$ cat src/rtl/matrix_pkg.sv
// matrix_pkg: shared op codes, sequencer state encoding and default widths for the matrix transfer sequencer
package matrix_pkg;
  localparam logic OP_WRITE = 1'b0;
  localparam logic OP_READ = 1'b1;
  localparam int DEF_DATA_W = 16;
  localparam int DEF_DIM_W = 10;
  typedef enum logic [1:0] {IDLE, WRITE, READ, DRAIN} state_e;
endpackage

$ cat src/rtl/matrix_rd_fifo.sv
// matrix_rd_fifo: sync FIFO (push_i/wdata_i in, pop_i/rdata_o out, count_o occupancy), async active-high rst
module matrix_rd_fifo #(
  parameter int W = 17,
  parameter int DEPTH = 4,
  localparam int AW = $clog2(DEPTH),
  localparam int CW = AW + 1
) (
  input  logic          clk,
  input  logic          rst,
  input  logic          push_i,
  input  logic [W-1:0]  wdata_i,
  input  logic          pop_i,
  output logic [W-1:0]  rdata_o,
  output logic [CW-1:0] count_o
);
  logic [W-1:0] mem_q [DEPTH];
  logic [AW-1:0] wptr_q, rptr_q;
  logic [CW-1:0] cnt_q;
  logic do_pop;
  assign do_pop = pop_i && cnt_q != '0;
  assign rdata_o = mem_q[rptr_q];
  assign count_o = cnt_q;
  always_ff @(posedge clk or posedge rst) begin
    if (rst) begin
      wptr_q <= '0;
      rptr_q <= '0;
      cnt_q <= '0;
    end else begin
      wptr_q <= wptr_q + AW'(push_i);
      rptr_q <= rptr_q + AW'(do_pop);
      cnt_q <= cnt_q + CW'(push_i) - CW'(do_pop);
    end
  end
  always_ff @(posedge clk) begin
    if (push_i) mem_q[wptr_q] <= wdata_i;
  end
endmodule

$ cat src/rtl/matrix_xfer_seq.sv
// matrix_xfer_seq: turns one matrix read/write command plus wr/rd valid-ready streams into we/re strobes for matrix_ctrl, with credit-buffered read data
module matrix_xfer_seq
  import matrix_pkg::*;
#(
  parameter int DATA_W = DEF_DATA_W,
  parameter int DIM_W = DEF_DIM_W,
  parameter int RD_LAT = 1,
  parameter int FIFO_DEPTH = 4
) (
  input  logic              CLK,
  input  logic              RST,
  input  logic [DIM_W-1:0]  cfg_rows,
  input  logic [DIM_W-1:0]  cfg_cols,
  input  logic              cmd_valid,
  output logic              cmd_ready,
  input  logic              cmd_op,
  input  logic [DATA_W-1:0] wr_data,
  input  logic              wr_valid,
  output logic              wr_ready,
  output logic [DATA_W-1:0] rd_data,
  output logic              rd_valid,
  input  logic              rd_ready,
  output logic              rd_last,
  output logic              we,
  output logic              re,
  output logic [DATA_W-1:0] ram_wdata,
  input  logic [DATA_W-1:0] ram_rdata,
  output logic              busy,
  output logic              done
);
  localparam int CW = $clog2(FIFO_DEPTH) + 1;
  state_e state_q, state_d;
  logic [DIM_W-1:0] rows_q, cols_q, row_q, col_q, row_d, col_d;
  logic [RD_LAT-1:0] vld_q, lst_q;
  logic [CW-1:0] occ, inflight;
  logic [DATA_W:0] head;
  logic done_q, done_d, pop, accept, is_last, adv;
  assign is_last = row_q == rows_q && col_q == cols_q;
  assign rd_valid = occ != '0;
  assign pop = rd_valid && rd_ready;
  assign rd_data = rd_valid ? head[DATA_W-1:0] : '0;
  assign rd_last = rd_valid && head[DATA_W];
  assign ram_wdata = state_q == WRITE ? wr_data : '0;
  assign busy = state_q != IDLE;
  assign done = done_q;
  assign accept = cmd_valid && cmd_ready;
  assign adv = we || re;
  always_comb begin
    inflight = '0;
    for (int i = 0; i < RD_LAT; i++) inflight = inflight + CW'(vld_q[i]);
  end
  always_comb begin
    state_d = state_q;
    cmd_ready = 1'b0;
    wr_ready = 1'b0;
    we = 1'b0;
    re = 1'b0;
    done_d = 1'b0;
    case (state_q)
      IDLE: begin
        cmd_ready = 1'b1;
        if (cmd_valid) state_d = cmd_op == OP_READ ? READ : WRITE;
      end
      WRITE: begin
        wr_ready = 1'b1;
        we = wr_valid;
        done_d = wr_valid && is_last;
        state_d = done_d ? IDLE : WRITE;
      end
      READ: begin
        re = occ + inflight < CW'(FIFO_DEPTH);
        state_d = re && is_last ? DRAIN : READ;
      end
      DRAIN: begin
        done_d = pop && rd_last;
        state_d = done_d ? IDLE : DRAIN;
      end
      default: state_d = IDLE;
    endcase
  end
  always_comb begin
    row_d = row_q;
    col_d = col_q;
    if (accept) begin
      row_d = '0;
      col_d = '0;
    end else if (adv) begin
      col_d = col_q == cols_q ? '0 : col_q + 1'b1;
      row_d = col_q != cols_q ? row_q : is_last ? '0 : row_q + 1'b1;
    end
  end
  always_ff @(posedge CLK or posedge RST) begin
    if (RST) begin
      state_q <= IDLE;
      rows_q <= '0;
      cols_q <= '0;
      row_q <= '0;
      col_q <= '0;
      vld_q <= '0;
      lst_q <= '0;
      done_q <= 1'b0;
    end else begin
      state_q <= state_d;
      rows_q <= accept ? cfg_rows : rows_q;
      cols_q <= accept ? cfg_cols : cols_q;
      row_q <= row_d;
      col_q <= col_d;
      done_q <= done_d;
      vld_q[0] <= re;
      lst_q[0] <= re && is_last;
      for (int i = 1; i < RD_LAT; i++) begin
        vld_q[i] <= vld_q[i-1];
        lst_q[i] <= lst_q[i-1];
      end
    end
  end
  matrix_rd_fifo #(.W(DATA_W + 1), .DEPTH(FIFO_DEPTH)) u_fifo (
    .clk(CLK),
    .rst(RST),
    .push_i(vld_q[RD_LAT-1]),
    .wdata_i({lst_q[RD_LAT-1], ram_rdata}),
    .pop_i(pop),
    .rdata_o(head),
    .count_o(occ)
  );
endmodule

$ cat config.mk
export PLATFORM = sky130hd
export DESIGN_NAME = matrix_xfer_seq
export DESIGN_NICKNAME = d
export VERILOG_FILES = /design/src/rtl/matrix_pkg.sv /design/src/rtl/matrix_rd_fifo.sv /design/src/rtl/matrix_xfer_seq.sv
export SDC_FILE = /design/constraint.sdc
export NUM_CORES = 1
export LEC_CHECK = 0
export ABC_AREA = 1
export CORE_MARGIN = 1.5
export CORE_UTILIZATION = 50
export CTS_BUF_LIST = sky130_fd_sc_hd__clkbuf_4 sky130_fd_sc_hd__clkbuf_8
export CTS_CLUSTER_DIAMETER = 40
export DETAILED_ROUTE_END_ITERATION = 7
export PLACE_DENSITY_LB_ADDON = 0.05
export SLEW_MARGIN = 30
export SYNTH_ARGS = -nofsm -noshare
export SYNTH_HDL_FRONTEND = slang
export SYNTH_HIERARCHICAL = 1
export SYNTH_SLANG_ARGS = --single-unit
export TNS_END_PERCENT = 1
$ cat constraint.sdc
create_clock -name CLK -period 1.95 [get_ports CLK]
set_input_delay 0.4875 -clock CLK [delete_from_list [all_inputs] [get_ports CLK]]
set_output_delay 0.4875 -clock CLK [all_outputs]
set_load 0.02 [all_outputs]
# Yosys cells after proc, flatten, opt, wreduce, memory -nomap -nowiden

Memory sizes are Yosys's and may differ from the RTL's.
Index checks and enable logic that the tools add are counted.
Widths: inputs -> output; s select.

Add/sub/neg operators: 6
$mul: 0
Divide/modulo/power cells: 0
$lt $le $gt $ge: 1
Eq/ne operators: 8
Shift-type cells: 0
Mux-type cells: 22
Bitwise logic cells: 0
Reduce and logical (&&, ||, !) cells: 15

Operators by type and width:

| kind                  | number |
|---|---|
| $mux 10               | 7 |
| $mux 16               | 2 |
| $add 10x1->10 const B | 2 |
| $eq 10x10->1          | 2 |
| $ne 10x10->1          | 1 |
| $logic_and 1x1->1     | 9 |
| $mux 1                | 8 |
| $pmux 2 s4            | 1 |
| $mux 2                | 3 |
| $add 2x1->2           | 2 |
| $eq 2x2->1 const B    | 2 |
| $ne 2x2->1 const B    | 2 |
| $reduce_bool 2->1     | 2 |
| $add 3x1->3           | 1 |
| $lt 3x3->1 const B    | 1 |
| $reduce_bool 3->1     | 1 |
| $sub 3x1->3           | 1 |
| $eq 2x1->1 const B    | 1 |
| $logic_not 2->1       | 1 |
| $pmux 1 s2            | 1 |
| $reduce_and 2->1      | 1 |
| $logic_or 1x1->1      | 1 |

Flip-flop bits (word level): 52
Latch bits: 0
Memory bits (writable): 68
Memory bits (read-only): 0
Input port bits: 58
Output and inout port bits: 40
Word-level logic and storage cells: 64
Memories kept: 1

Memory list:

| name         | words | width | rd ports | clocked after memory_dff | wr ports | line                 | text |
|---|---|---|---|---|---|---|---|
| u_fifo.mem_q | 4     | 17    | 1        | 0                        | 1        | matrix_rd_fifo.sv:16 | `logic [W-1:0] mem_q [DEPTH];` |

# Longest topological paths before layout

Gate-level depths: netlist of run 1.

Word-level depth: 6
Depth in mapped cells: 12
Mapped depth without buffers: 12

# By module

The synthesis of run 1 kept the hierarchy.

Modules (own cells, without submodules):

| module          | times used | cells an instance | area each (um2) | seq. area each (um2) |
|---|---|---|---|---|
| matrix_rd_fifo  | 1          | 224               | 2926.6          | 2217.1 |
| matrix_xfer_seq | 1          | 416               | 2793.9          | 1126.1 |

# Least setup slack after synthesis of run 1

No wires, ideal clock.

Kind: register -> register
From: reg u_fifo.cnt_q[1], in the netlist u_fifo/count_o[1]
To: reg u_fifo.cnt_q[1], in the netlist u_fifo/count_o[1]
Library setup time: 0.114 ns
Data arrival time: 2.083 ns
Required time: 1.836 ns
Slack: -0.247 ns
Stages on the path, launching flop included: 11
Path buffers: 0
Period minus slack after synthesis: 2.197 ns
Cell sequence: dfrtp_1 -> nor2_1 -> nand2_1 -> clkinv_1 -> nor2_1 -> nand3_1 -> o21ai_0 -> ha_1 -> inv_1 -> fa_1 -> inv_1

Word-level cells in the longest chain between the ends: 4
Elaborated cells on any way between the ends: 5
Those cells by class: add/sub (2); reduce/logical (3)

Ends and longest elaborated chain:

| element                  | line                  | text |
|---|---|---|
| start: declaration       | matrix_rd_fifo.sv:18  | `logic [CW-1:0] cnt_q;` |
| start signal: assignment | matrix_rd_fifo.sv:31  | `cnt_q <= cnt_q + CW'(push_i) - CW'(do_pop);` |
| $reduce_bool 3->1        | matrix_xfer_seq.sv:39 | `assign rd_valid = occ != '0;` |
| net rd_valid             | matrix_xfer_seq.sv:21 | `output logic rd_valid,` |
| $logic_and 1x1->1        | matrix_xfer_seq.sv:40 | `assign pop = rd_valid && rd_ready;` |
| net pop                  | matrix_xfer_seq.sv:37 | `logic done_q, done_d, pop, accept, is_last, adv;` |
| $logic_and 1x1->1        | matrix_rd_fifo.sv:20  | `assign do_pop = pop_i && cnt_q != '0;` |
| $sub 3x1->3              | matrix_rd_fifo.sv:31  |  |

The timed path passes the listed nets, and every way through them passes these cells.
A chain may end at the register's enable or synchronous reset.

# Worst setup path in the final report of run 1

From: reg u_fifo.rptr_q[0]
To: out rd_data[5]

Word-level cells in the longest chain between the ends: 2

Ends and longest elaborated chain:

| element                  | line                  | text |
|---|---|---|
| start: declaration       | matrix_rd_fifo.sv:17  | `logic [AW-1:0] wptr_q, rptr_q;` |
| start signal: assignment | matrix_rd_fifo.sv:30  | `rptr_q <= rptr_q + AW'(do_pop);` |
| $mem_v2 4x17             | --                    |  |
| net head[5]              | matrix_xfer_seq.sv:36 | `logic [DATA_W:0] head;` |
| $mux 16                  | matrix_xfer_seq.sv:41 | `assign rd_data = rd_valid ? head[DATA_W-1:0] : '0;` |
| end: declaration         | matrix_xfer_seq.sv:20 | `output logic [DATA_W-1:0] rd_data,` |

The timed path passes the listed nets, and every way through them passes these cells.

==> impl_metrics.tcl, run 1 <==
set metrics [dict create \
    required_ns 1.46 \
    maxSlewHeadroom_pct 54.30 \
    syn_to_final_growth_pct 35.13 \
    layout_commonest_cell "nand2_1" \
    syn-instance-count 640 \
    post-route-drc-count 0 \
    cts_root_buffer "clkbuf_8" \
    synth_top_cell_by_area "edfxtp_1" \
    grt_pass1_vias 4512 \
    fin_nets 846 \
    cp_num_buf_inv 4 \
    place_congestion 0.8363 \
    fin_crit_ns 2.249 \
    critPathKind "reg -> out" \
    max_freq_mhz 444.7 \
    ys_ff_latch 120 \
    vdd_drop_max_v 0.0009017 \
    holdWs_ns 0.3220 \
    synth_seq_area_share_pct 58.44 \
    dieArea_um2 12090 \
    cp_slowest_stage_delay_ns 0.45 \
    routedWlPerCell_um 13.76 \
    setup_tns_ns -3.632 \
    portBuffers 97 \
    coreArea_um2 10980 \
    slew_viol_final 0 \
    leakage_nw 3.554 \
    htree_levels 4 \
    final-hold-violation-count 0 \
    yosys-top-cells-area "edfxtp_1 (36%), dfrtp_1 (23%), nor2_1 (8.0%), nand2_1 (7.9%), inv_1 (5.9%)" \
    ios 98 \
    cts.sinks 120 \
    critPathTopFamily "buffers and inverters" \
    fp.dieH_um 110.0 \
    cp.depth 9 \
    routed_via_density 4.958 \
    clock_path_buffers 2 \
    maxCapViolCount 0 \
    cts_tree "yes" \
    final_cell_mix "nand2_1 (120), nor2_1 (109), inv_1 (90)" \
    yosysUniqueCellTypes 30 \
    crit_fanout 7 \
    ys_warn_count 6 \
    drive_above_1_share_pct 20.35 \
    synth.avg_cell_area_um2 8.938 \
    cp-start-kind "flip-flop" \
    overflow 0 \
    min_path_type "in -> async" \
    antenna_cells 0 \
    first_iter_violations 275 \
    tightest_slew_ns 0.6830 \
    path_cells "buf_6, buf_8, nor2_1, nor2_2, o21ai_1, o21ai_1, inv_1, nor2_1, buf_4" \
    yosysTopAreaCellShare_pct 35.70 \
    worst_slack_ns -0.2987 \
    grt_pass1_wl_um 21160 \
    grt_start_max_net_pins 46 \
    cts_made_buffers 17 \
    fp-row-count 38 \
    post-route-period-util_pct 115.3 \
    powerDensity_nw_per_um2 1539 \
    finalSetupViolations 17 \
    clkLatencyLatePin_ns 0.43 \
    vias 4641 \
    antenna_left 0 \
    reg2reg_slack_ns 0.04 \
    synth_area_um2 5720 \
    clk_pin_slew_ns 0.07 \
    synth_nets 703 \
    dp_cells 893 \
    endpoint_kind "primary output" \
    initial_utilization_pct 52.08 \
    reg2regPathDepth 11 \
    routed_wl_um 12880 \
    dp_hpwl_um 8363 \
    fp.dieW_um 110.0 \
    failed_checks "setup timing" \
    rsz0062_at_grt "yes" \
    arrival_ns 1.76 \
    slowest_stage "dfrtp_2" \
    antenna_found_initial 0 \
    stdcell_count 936 \
    drt_pass1_iterations 5 \
    status "complete, but fails checks" \
    track_usage_pct 23.18 \
    clock_skew_ns 0.01463 \
]
==> logic make-up after synthesis <==
kind of cell             count (synthesis)  synth area share (%)
AND/OR/NAND/NOR                        289                 20.41
adder cells (fa/ha/maj)                  5                 1.225
buffers and inverters                  120                 8.902
AO/OA/AOI/OAI                           91                 8.727
flip-flops                             120                 58.44
XOR/XNOR                                15                 2.297
==> synth_stat cells <==
| library cell | count |
|---|---|
| inv_1 | 90 |
| fa_1 | 1 |
| clkinv_1 | 1 |
| o21ai_4 | 1 |
| edfxtp_1 | 68 |
| clkbuf_1 | 4 |
| nor2_4 | 1 |
| nor3_1 | 6 |
| nor2_1 | 122 |
| a21oi_1 | 8 |
| clkbuf_2 | 2 |
| nor2_2 | 3 |
| xnor2_1 | 1 |
| buf_4 | 2 |
| nand2_2 | 2 |
| a31oi_1 | 1 |
| inv_2 | 7 |
| nand2_1 | 120 |
| o21ai_2 | 8 |
| xor2_1 | 14 |
| ha_1 | 4 |
| buf_2 | 9 |
| dfrtp_1 | 52 |
| nand3_1 | 30 |
| o22ai_1 | 1 |
| buf_6 | 5 |
| o21ai_1 | 31 |
| nand2_4 | 1 |
| o21ai_0 | 41 |
| nand4_1 | 4 |
==> cell type report <==
cell class / count / area [um^2]
clock buffer: 18 / 241.5
clock inverter: 14 / 266.5
fill: 856 / 3253
inverter: 98 / 371.6
multi-input combinational: 400 / 1941
sequential: 120 / 3346
tap: 140 / 175.2
timing repair buffer: 146 / 1389
==> layer usage <==
metal	part of all wire, %	vias up	track usage [%]
met5	0	-	0
met3	4.6	11	5.394
met2	52	117	40.02
met1	43	2186	28.36
met4	1.1	0	8.349
li1	-	2327	-
==> report_power, final <==
| group | switching [W] | total [W] | internal, W |
|---|---|---|---|
| Sequential | 0.000377 | 0.00366 | 0.00329 |
| Clock | 0.00105 | 0.00286 | 0.00181 |
| Combinational | 0.00301 | 0.00537 | 0.00236 |
==> sequential cells by signal, indices dropped and copies added, names as in the netlist <==
name,flops
u_fifo/mem_q,68
lst_q,1
state_q,2
row_q,10
col_q,10
u_fifo/wptr_q,2
vld_q,1
u_fifo/rptr_q,2
u_fifo/count_o,3
cols_q,10
rows_q,10
done,1
==> per-stage QoR <==
step                util, %  power [W]  instance area (um^2)  worst slack [ns]
global route          70.38    0.01269                  7730           -0.3892
finish                70.38    0.01189                  7730           -0.2987
CTS                   69.85    0.01183                  7671           -0.2575
global placement      64.62   0.008526                  7097           -0.2485
detailed placement    64.62   0.008672                  7097           -0.2835
floorplan                 -   0.006668                  5729           -0.1441
==> final timing paths <==
| kind | from | end |
|---|---|---|
| max in group asynchronous | RST | state_q[0]$_DFFE_PP0P_ |
| setup / recovery | u_fifo/rptr_q[0]$_DFF_PP0_ | rd_data[5] |
| min in group CLK | cols_q[9]$_DFFE_PP0P_ | cols_q[9]$_DFFE_PP0P_ |
| hold reg to reg | cols_q[9]$_DFFE_PP0P_ | cols_q[9]$_DFFE_PP0P_ |
| setup reg to reg | u_fifo/count_o[1]$_DFF_PP0_ | u_fifo/count_o[1]$_DFF_PP0_ |
| hold / removal | RST | u_fifo/count_o[2]$_DFF_PP0_ |
==> what timing repair did <==
action / CTS / global route
setup endpoints to repair: 41 / 41
gates resized for setup: 185 / 23
buffers inserted: 7 / 1
pin swaps: 13 / 7
cloned: 3 / 0
hold buffers: 0 / 0
(Power assumes the default switching activity.)
==> inputs of run 2 (changes only) <==
CORE_UTILIZATION = 30   (was 50)
==> impl_metrics.tcl, run 2 (synthesis gave the netlist of run 1 again) <==
set metrics [dict create \
    status "complete, but fails checks" \
    failed_checks "setup timing" \
    dp_hpwl_um 9153 \
    maxCapViolCount 0 \
    arrival_ns 1.69 \
    top_register "u_fifo/mem_q" \
    overflow 0 \
    post-route-period-util_pct 111.9 \
    routed_via_density 4.365 \
    worst_slack_ns -0.2313 \
    layout_commonest_cell "nand2_1" \
    critPathKind "reg -> out" \
    ios 98 \
    antenna_left 0 \
    place_congestion 0.7399 \
    final-hold-violation-count 0 \
    dieArea_um2 19910 \
    fillers 1849 \
    final_cell_mix "nand2_1 (119), nor2_1 (100), inv_1 (87)" \
    slew_viol_final 0 \
    finalSetupViolations 17 \
    holdWs_ns 0.3503 \
    grt_pass1_wl_um 22430 \
    antenna_cells 0 \
    endpoint_kind "primary output" \
    largest_reg_flops 68 \
    fin_nets 853 \
    clock_path_buffers 2 \
    crit_fanout 13 \
    critPathTopFamily "flip-flops" \
    routedWlPerCell_um 13.03 \
    grt_start_max_net_pins 46 \
    cts_root_buffer "clkbuf_8" \
    syn_to_final_growth_pct 35.52 \
    fp-row-count 50 \
    path_cells "inv_4, buf_12, o21ai_0, o21ai_1, inv_1, nor2_1, buf_4" \
    post-route-drc-count 0 \
    vias 4526 \
    rsz0062_at_grt "yes" \
    hold_buffers 0 \
    cts_made_buffers 17 \
    cts.sinks 120 \
    cp_num_buf_inv 4 \
    min_path_type "in -> async" \
    tightest_slew_ns 0.6776 \
    maxSlewHeadroom_pct 54.66 \
    grt_pass1_vias 4547 \
    initial_utilization_pct 30.58 \
    vdd_drop_max_v 0.0004140 \
    coreArea_um2 18710 \
    powerDensity_nw_per_um2 1438 \
    slowest_stage "dfrtp_2" \
    portBuffers 97 \
    first_iter_violations 165 \
    cp_slowest_stage_delay_ns 0.47 \
    fp.dieH_um 141.1 \
    track_usage_pct 14.63 \
    cts_tree "yes" \
    dp_cells 998 \
    htree_levels 4 \
    antenna_found_initial 0 \
    clk_pin_slew_ns 0.07 \
    routed_wl_um 13510 \
    leakage_nw 3.485 \
    max_freq_mhz 458.4 \
    fin_crit_ns 2.181 \
    clkLatencyLatePin_ns 0.43 \
    clock_skew_ns 0.006645 \
    fp.dieW_um 141.1 \
    stdcell_count 1037 \
    cp-start-kind "flip-flop" \
    drt_pass1_iterations 4 \
    drive_above_1_share_pct 22.42 \
    required_ns 1.46 \
]
[run 2: cell types whose count changed in the layout (fill, tap and decap cells not counted), moves of 4 or more]
cell	previous run	this run
nor2_2	13	24
bufinv_16	7	2
inv_6	4	0
buf_2	16	6
buf_4	54	73
nor2_1	109	100
clkinv_1	1	7
[run 2: area by class of cell]
class	instances	area, um^2	area share, %
timing repair inverter	1	7.507	0.09684
timing repair buffer	152	1405	18.12
tap	234	292.8	3.777
multi-input combinational	400	1967	25.37
clock buffer	19	249.0	3.212
sequential	120	3346	43.16
clock inverter	13	111.4	1.436
inverter	98	374.1	4.826
[run 2: what timing repair did]
item | 4_1_cts | 5_1_grt
setup endpoints to repair | 39 | 39
pin swaps | 3 | 12
buffers inserted | 3 | 2
resized for setup | 178 | 57
cloned | 2 | 1
[run 2: worst paths after layout]
kind | start | endpoint | depth (start not counted) | slack, ns
max | u_fifo/rptr_q[0]$_DFF_PP0_ | rd_data[5] | 7 | -0.23
min | RST | u_fifo/count_o[2]$_DFF_PP0_ | 2 | 0.35
max reg2reg | u_fifo/count_o[0]$_DFF_PP0_ | u_fifo/count_o[2]$_DFF_PP0_ | 11 | 0.11
min reg2reg | cols_q[9]$_DFFE_PP0P_ | cols_q[9]$_DFFE_PP0P_ | 2 | 0.50
max in group asynchronous | RST | cols_q[3]$_DFFE_PP0P_ | 3 | 1.24
min in group CLK | cols_q[9]$_DFFE_PP0P_ | cols_q[9]$_DFFE_PP0P_ | 2 | 0.50
[run 2: per-layer routing]
layer,vias up,track usage [%],share of wire (%)
met5,-,0,0
met4,0,4.770,1.3
met3,16,3.974,3.9
met2,90,25.21,50
met1,2080,17.70,45
li1,2340,-,-
[run 2: power breakdown]
group	leakage, nW	switching (W)	internal [W]
registers	1.28	0.000363	0.00329
clock network	0.179	0.000951	0.00112
logic	2.02	0.00304	0.00237
[run 2: metrics by stage]
stage | power, W | TNS [ns] | worst slack [ns] | utilization (%) | instance area [um^2]
2_1_floorplan | 0.006668 | -7.491 | -0.1441 | - | 5729
3_3_place_gp | 0.008835 | -9.228 | -0.3108 | 39.01 | 7297
3_5_place_dp | 0.008879 | -9.616 | -0.3094 | 39.01 | 7297
4_1_cts | 0.01113 | -5.090 | -0.3302 | 40.84 | 7640
5_1_grt | 0.01205 | -5.879 | -0.3893 | 41.44 | 7752
6_report | 0.01115 | -3.515 | -0.2313 | 41.44 | 7752
[run 2: worst register-to-register path, stage by stage (launching register included)]
cell and delay [ns]:
dfrtp_1 0.39, nor2_1 0.10, nand2_1 0.08, clkinv_2 0.08, nor2_2 0.05, buf_4 0.15, o21ai_1 0.14, ha_1 0.17
inv_1 0.05, fa_1 0.38, nand2_1 0.08, nand2_1 0.05
